`config.mk`:
```
export PLATFORM = sky130hd
export DESIGN_NAME = mfp_bot_upd_resp
export DESIGN_NICKNAME = d
export VERILOG_FILES = /design/src/rtl/mfp_bot_upd_resp.sv
export SDC_FILE = /design/constraint.sdc
export NUM_CORES = 1
export LEC_CHECK = 0
export ABC_AREA = 1
export CAP_MARGIN = 10
export CORE_MARGIN = 2
export CORE_UTILIZATION = 43
export DETAILED_ROUTE_END_ITERATION = 12
export PLACE_DENSITY = 0.72
export SLEW_MARGIN = 20
export SYNTH_ARGS = -nofsm -noshare
export SYNTH_HDL_FRONTEND = slang
export SYNTH_SLANG_ARGS = --single-unit
```
`constraint.sdc`:
```
create_clock -name clk -period 1.5 [get_ports clk]
set_input_delay 0.15 -clock clk [delete_from_list [all_inputs] [get_ports clk]]
set_output_delay 0.15 -clock clk [all_outputs]
set_load 0.005 [all_outputs]
```
`src/rtl/mfp_bot_upd_resp.sv`:
```
// CPU-side responder for the Rojobot update handshake: snapshots bot_info, raises bot_irq, returns bot_int_ack.
// Optional build macro MFP_BOT_UPD_CNT_EN adds a 16-bit update counter readable at STATUS[31:16].
//
// state      | meaning
// -----------+-----------------------------------------------------------
// S_IDLE     | waiting for bot_update_sync
// S_CAPTURE  | one cycle: snapshot bot_info, raise bot_irq, load timeout
// S_WAIT_CPU | interrupt pending, waiting for CPU ack or timeout
// S_ACK      | one cycle: bot_int_ack high, bot_irq dropped
// S_DRAIN    | waiting for bot_update_sync to clear before re-arming
module mfp_bot_upd_resp #(
  parameter int         ACK_TIMEOUT = 1000000,
  parameter logic [7:0] CTRL_RST    = 8'h00
) (
  input  logic        clk,
  input  logic        reset,
  input  logic [31:0] bot_info,
  input  logic        bot_update_sync,
  output logic        bot_int_ack,
  output logic [7:0]  bot_ctrl,
  output logic        bot_irq,
  input  logic        sel,
  input  logic        we,
  input  logic [1:0]  addr,
  input  logic [31:0] wdata,
  output logic [31:0] rdata
);

  localparam int TW = (ACK_TIMEOUT > 2) ? $clog2(ACK_TIMEOUT) : 1;
  localparam logic [TW-1:0] TMO_LOAD = TW'((ACK_TIMEOUT > 0) ? ACK_TIMEOUT - 1 : 0);

  typedef enum logic [2:0] {
    S_IDLE,
    S_CAPTURE,
    S_WAIT_CPU,
    S_ACK,
    S_DRAIN
  } state_t;

  state_t         state, state_nx;
  logic [31:0]    snapshot;
  logic           stale;
  logic [TW-1:0]  tmo_cnt;
  logic           tmo_hit, tmo_exp;
  logic           ack_wr, ack_req, ctrl_wr, rd_en;
  logic [15:0]    upd_cnt_rd;
  logic [31:0]    rd_mux;

  assign ack_wr  = sel & we & (addr == 2'd3);
  assign ack_req = ack_wr & wdata[0];
  assign ctrl_wr = sel & we & (addr == 2'd1);
  assign rd_en   = sel & ~we;

  // Down-counter reaches zero on the ACK_TIMEOUT-th cycle spent in S_WAIT_CPU.
  assign tmo_hit = (ACK_TIMEOUT != 0) && (tmo_cnt == '0);

  always_comb begin
    state_nx = state;
    tmo_exp  = 1'b0;
    case (state)
      S_IDLE:     if (bot_update_sync) state_nx = S_CAPTURE;
      S_CAPTURE:  state_nx = S_WAIT_CPU;
      S_WAIT_CPU: begin
        if (ack_req) begin
          state_nx = S_ACK;
        end else if (tmo_hit) begin
          state_nx = S_ACK;
          tmo_exp  = 1'b1;
        end
      end
      S_ACK:      state_nx = S_DRAIN;
      S_DRAIN:    if (!bot_update_sync) state_nx = S_IDLE;
      default:    state_nx = S_IDLE;
    endcase
  end

  always_comb begin
    rd_mux = '0;
    case (addr)
      2'd0:    rd_mux = snapshot;
      2'd1:    rd_mux = {24'h0, bot_ctrl};
      2'd2:    rd_mux = {upd_cnt_rd, 14'h0, stale, (state == S_WAIT_CPU)};
      default: rd_mux = '0;
    endcase
  end

  always_ff @(posedge clk) begin
    if (reset) begin
      state       <= S_IDLE;
      bot_int_ack <= 1'b0;
      bot_irq     <= 1'b0;
      bot_ctrl    <= CTRL_RST;
      rdata       <= '0;
      snapshot    <= '0;
      stale       <= 1'b0;
      tmo_cnt     <= '0;
    end else begin
      state       <= state_nx;
      // Registered decode of the next state keeps the ack a clean single-cycle pulse.
      bot_int_ack <= (state_nx == S_ACK);

      if (state == S_CAPTURE) begin
        snapshot <= bot_info;
        bot_irq  <= 1'b1;
        tmo_cnt  <= TMO_LOAD;
      end else if (state == S_WAIT_CPU && tmo_cnt != '0) begin
        tmo_cnt  <= tmo_cnt - TW'(1);
      end

      if (state == S_ACK) bot_irq <= 1'b0;

      if (ctrl_wr) bot_ctrl <= wdata[7:0];

      // A timeout in the same cycle as a clear leaves stale set: the newer event wins.
      if (ack_wr && wdata[1]) stale <= 1'b0;
      if (tmo_exp)            stale <= 1'b1;

      if (rd_en) rdata <= rd_mux;
    end
  end

`ifdef MFP_BOT_UPD_CNT_EN
  logic [15:0] upd_cnt;

  always_ff @(posedge clk) begin
    if (reset) begin
      upd_cnt <= '0;
    end else if (ack_wr && wdata[2]) begin
      upd_cnt <= '0;
    end else if (state == S_CAPTURE) begin
      upd_cnt <= upd_cnt + 16'd1;
    end
  end

  assign upd_cnt_rd = upd_cnt;

  logic unused_wdata;
  assign unused_wdata = &{1'b0, wdata[31:8]};
`else
  assign upd_cnt_rd = '0;

  logic unused_wdata;
  assign unused_wdata = &{1'b0, wdata[31:8], wdata[2]};
`endif

endmodule

```
==> metrics list <==
- Minimum setup slack in the final design: 0.0371 ns
- Prior to clock tree synthesis, the placed netlist has a worst setup slack of -0.0764 ns.
- Post-synthesis instance area: 0.00415 mm²
* Detail-routed via count per cell: 5.00
* Via count of the first global-routing pass: 4018
- DR iter-0 viols: 201
* Critical Path End Type: flop
* Clock tree skew after final layout: 0.0145 ns
- Relative to the synthesized area, the layout overhead comes to 41.0%.
* Gpl congestion: 0.914
- Area of all sequential standard cells: 0.00197 mm²
* Clock Pin Slew Worst Setup and Hold Paths: 0.10 ns
* Global-route usage over all layers: 0.216
- Portion of the post-synthesis area used by sequential elements: 0.473
* Type of the worst setup path: flop to flop
* Measured slew at the worst slew-check pin: 0.493 ns
- Outcome: finished clean
- The cell sitting at the root of the clock tree is a sky130_fd_sc_hd__clkbuf_8.
- Tot Pwr: 6.58 mW
- Antenna Diode Count: 0
- Largest fanout of any net on the critical path: 6
- Summed over all layers, the global routing overflow is 0.
- Setup violations remaining at the end of the flow were counted as 0.
* Sink count of the clock tree: 98
* Antenna violations before repair: 0
- Number of violations of the max-capacitance limit: 0
- Routed vias: 4164
- Starting utilization of the core area: 0.446
* Share of flip-flops with an asynchronous set or reset: 0
- Counting instances in the post-synthesis netlist gives the leading cell types as 122 x sky130_fd_sc_hd__nand2_1, 113 x sky130_fd_sc_hd__nor2_1, 98 x sky130_fd_sc_hd__dfxtp_1, 47 x sky130_fd_sc_hd__a21oi_1, 47 x sky130_fd_sc_hd__o21ai_0.
- Cells after Synth: 570
- Cts-stage hold buffer count: 0
- Counting flops and latches in the post-synthesis netlist gives 98.
- Fill cell total of the finished layout: 835
- After synthesis, the netlist uses 33 different library cells.
- Gate power share: 0.309
- Average wire length per cell after detail routing: 13.3 µm
- Hold Path Origin: bot_info[18]
- Once placement completed, the tool counted placed cells totaling 809.
* Worst-case reg-to-reg path depth: 9
* Cell with the most instances after synthesis: sky130_fd_sc_hd__nand2_1
* Capture point of the worst reg-to-reg path: tmo_cnt[11]$_SDFFE_PP0P_
- For this run, the number of Yosys warnings is 0.
- STA puts the critical path data required time at 1.79 ns.
* Dominant cell type by area after synthesis: sky130_fd_sc_hd__dfxtp_1
- Half-perimeter wire length of the detailed placement result: 7530 µm
- Largest net degree at the start of global routing: 45
- Area share of the leading cell type in the synthesized netlist: 0.473
* Synthesized Nets: 643
* Reg power frac: 0.443
- Port Buffers: 88
- Count of H-tree levels built during CTS: 3
* Height of the die: 102 µm
* Leakage power figure: 2.39 nW
* Multi-input gate area: 0.00203 mm²
- Power per Cell Area: 1130 mW/mm²
- Worst EP arrival: 1.75 ns
* Floorplan die width: 102 µm
- Following the worst setup path forward leads to its endpoint at tmo_cnt[11]$_SDFFE_PP0P_.
- Post-route DRC violation count: 0
- The floorplan step defined a die boundary enclosing 0.0104 mm².
- The initialized floorplan defines 35 standard-cell rows.
- In this run the power spent charging and discharging nets is 2.22 mW.
- The worst setup path is launched from a flop.
* Ratio of cells with drive above 1 in the final layout: 0.171
* Core Region: 0.00928 mm²
* Fraction of power spent switching nets: 0.337
* Post-synth EDFFs: 0
- Based on the critical path, the design can be clocked at up to 684 MHz.
* Number of search-and-repair iterations in the first detailed-routing pass: 4
* TritonCTS clock tree: yes
- The worst pin sits at a relative slew slack of 0.671.
- Total wirelength of the detailed-routed design: 11000 µm
- Cell internal power was estimated by the tool at 4.36 mW.
- After the last flow step, the layout net total stands at 772.
* Placed instance area: 0.00548 mm²
- Minimum period implied by the final worst setup slack: 1.46 ns
- Maximum buffer depth of the clock tree: 2
- Ys flop type: sky130_fd_sc_hd__dfxtp_1
- Slew Limit Fails: 0
- Average footprint of a synthesized cell: 7.27 µm²
* Global-route wire length before repair: 18000 µm
- Setup repair after global routing missed its margin: yes
- Flop-to-flop setup slack: 0.04 ns
- Fin area: 0.00585 mm²
- The startpoint identified for the worst register-to-register timing path is tmo_cnt[14]$_SDFFE_PP0P_.
- Clock share of power: 0.248
- WHS: 0.360 ns
- In this run the count of I/O pins placed on the die edge is 113.
- Final period utilization: 0.975
* Clock latency on the worst-skew pair: 0.36 ns
- Residual antenna-violating net count after detailed routing: 0
* Fin util: 0.630
* Peak supply drop: 0.519 mV
- Startpoint of the most critical setup path: tmo_cnt[14]$_SDFFE_PP0P_
- Final Hold Violating Endpoints: 0
- Non-filler instance count after layout: 832
- Total Negative Setup Slacks: 0 ns
* Number of buffers added by the clock tree synthesis step: 9
* Synth top area cells: sky130_fd_sc_hd__dfxtp_1 47%, sky130_fd_sc_hd__nand2_1 11%, sky130_fd_sc_hd__nor2_1 10%
- The path class of the tightest hold or removal check is input pin to flop.
==> how the worst min path moves through the flow <==
stage	end	cells after the start	slack, ns
2_1_floorplan	snapshot[10]$_SDFFE_PP0P_	2	0.28
3_3_place_gp	rdata[9]$_SDFFE_PP0P_	2	0.44
3_5_place_dp	rdata[19]$_SDFFE_PP0P_	2	0.45
4_1_cts	snapshot[18]$_SDFFE_PP0P_	3	0.34
5_1_grt	snapshot[14]$_SDFFE_PP0P_	3	0.35
6_report	snapshot[18]$_SDFFE_PP0P_	3	0.36
==> sequential cells by signal (all words and copies together) (netlist names) <==
signal,count
bot_int_ack,1
bot_irq,1
snapshot,32
bot_ctrl,8
stale,1
state,3
tmo_cnt,20
rdata,32
==> area by class of cell <==
class,instances,area share
clock inverters,6,0.0101
inverters,37,0.0246
repair buffers,144,0.232
flip-flops and latches,98,0.337
multi-input cells,409,0.347
clock buffers,9,0.0212
well taps,129,0.0276
==> power groups by stage <==
stage	Combinational, mW	Sequential (mW)	Clock [mW]
after floorplan	1.07	2.96	0
after global routing	2.23	2.94	1.78
final	2.03	2.91	1.63
after global placement	1.73	2.95	0
after detailed placement	1.78	2.96	0
after CTS	1.86	2.90	1.67
==> worst max-delay path, stage by stage (launching register included) <==
cell and delay, ns:
sky130_fd_sc_hd__dfxtp_1 0.34, sky130_fd_sc_hd__nor2_2 0.17, sky130_fd_sc_hd__nand2_2 0.10, sky130_fd_sc_hd__nor2_4 0.14
sky130_fd_sc_hd__nand3_4 0.12, sky130_fd_sc_hd__nand2_8 0.12, sky130_fd_sc_hd__buf_12 0.11, sky130_fd_sc_hd__buf_4 0.10
sky130_fd_sc_hd__nand2_1 0.04, sky130_fd_sc_hd__a21oi_1 0.15
==> repair_timing <==
action | 4_1_cts | 5_1_grt
endpoints found under the setup margin | 15 | 25
pin swaps | 2 | 7
buffers inserted | 4 | 3
cloned | 1 | 0
gates resized for setup | 5 | 33
==> logic make-up after synthesis <==
group | synth area share
compound gates | 0.126
xor+xnor | 0.0169
fa+ha+maj | 0.00604
buf+inv | 0.0655
flops | 0.473
simple gates | 0.312
==> layer usage <==
layer  track usage  share of wire
met1         0.262           0.43
met2         0.372           0.50
met3        0.0629          0.056
met4        0.0615          0.015
met5             0              0
==> placed cells by master, fill, tap and decap left out, drive strengths merged, types with 2 or more instances in the layout <==
cell and n:
clkbuf 9, xor2 5, ha 2, nor3 11, clkdlybuf4s50 88, nand2 126
nor2 119, o21ai 47, nand3b 3, nand3 27, nand4 7, dfxtp 98
a21oi 47, a31oi 6, buf 56, inv 41, xnor2 3
Note: power is estimated with default switching activity, not from simulation.
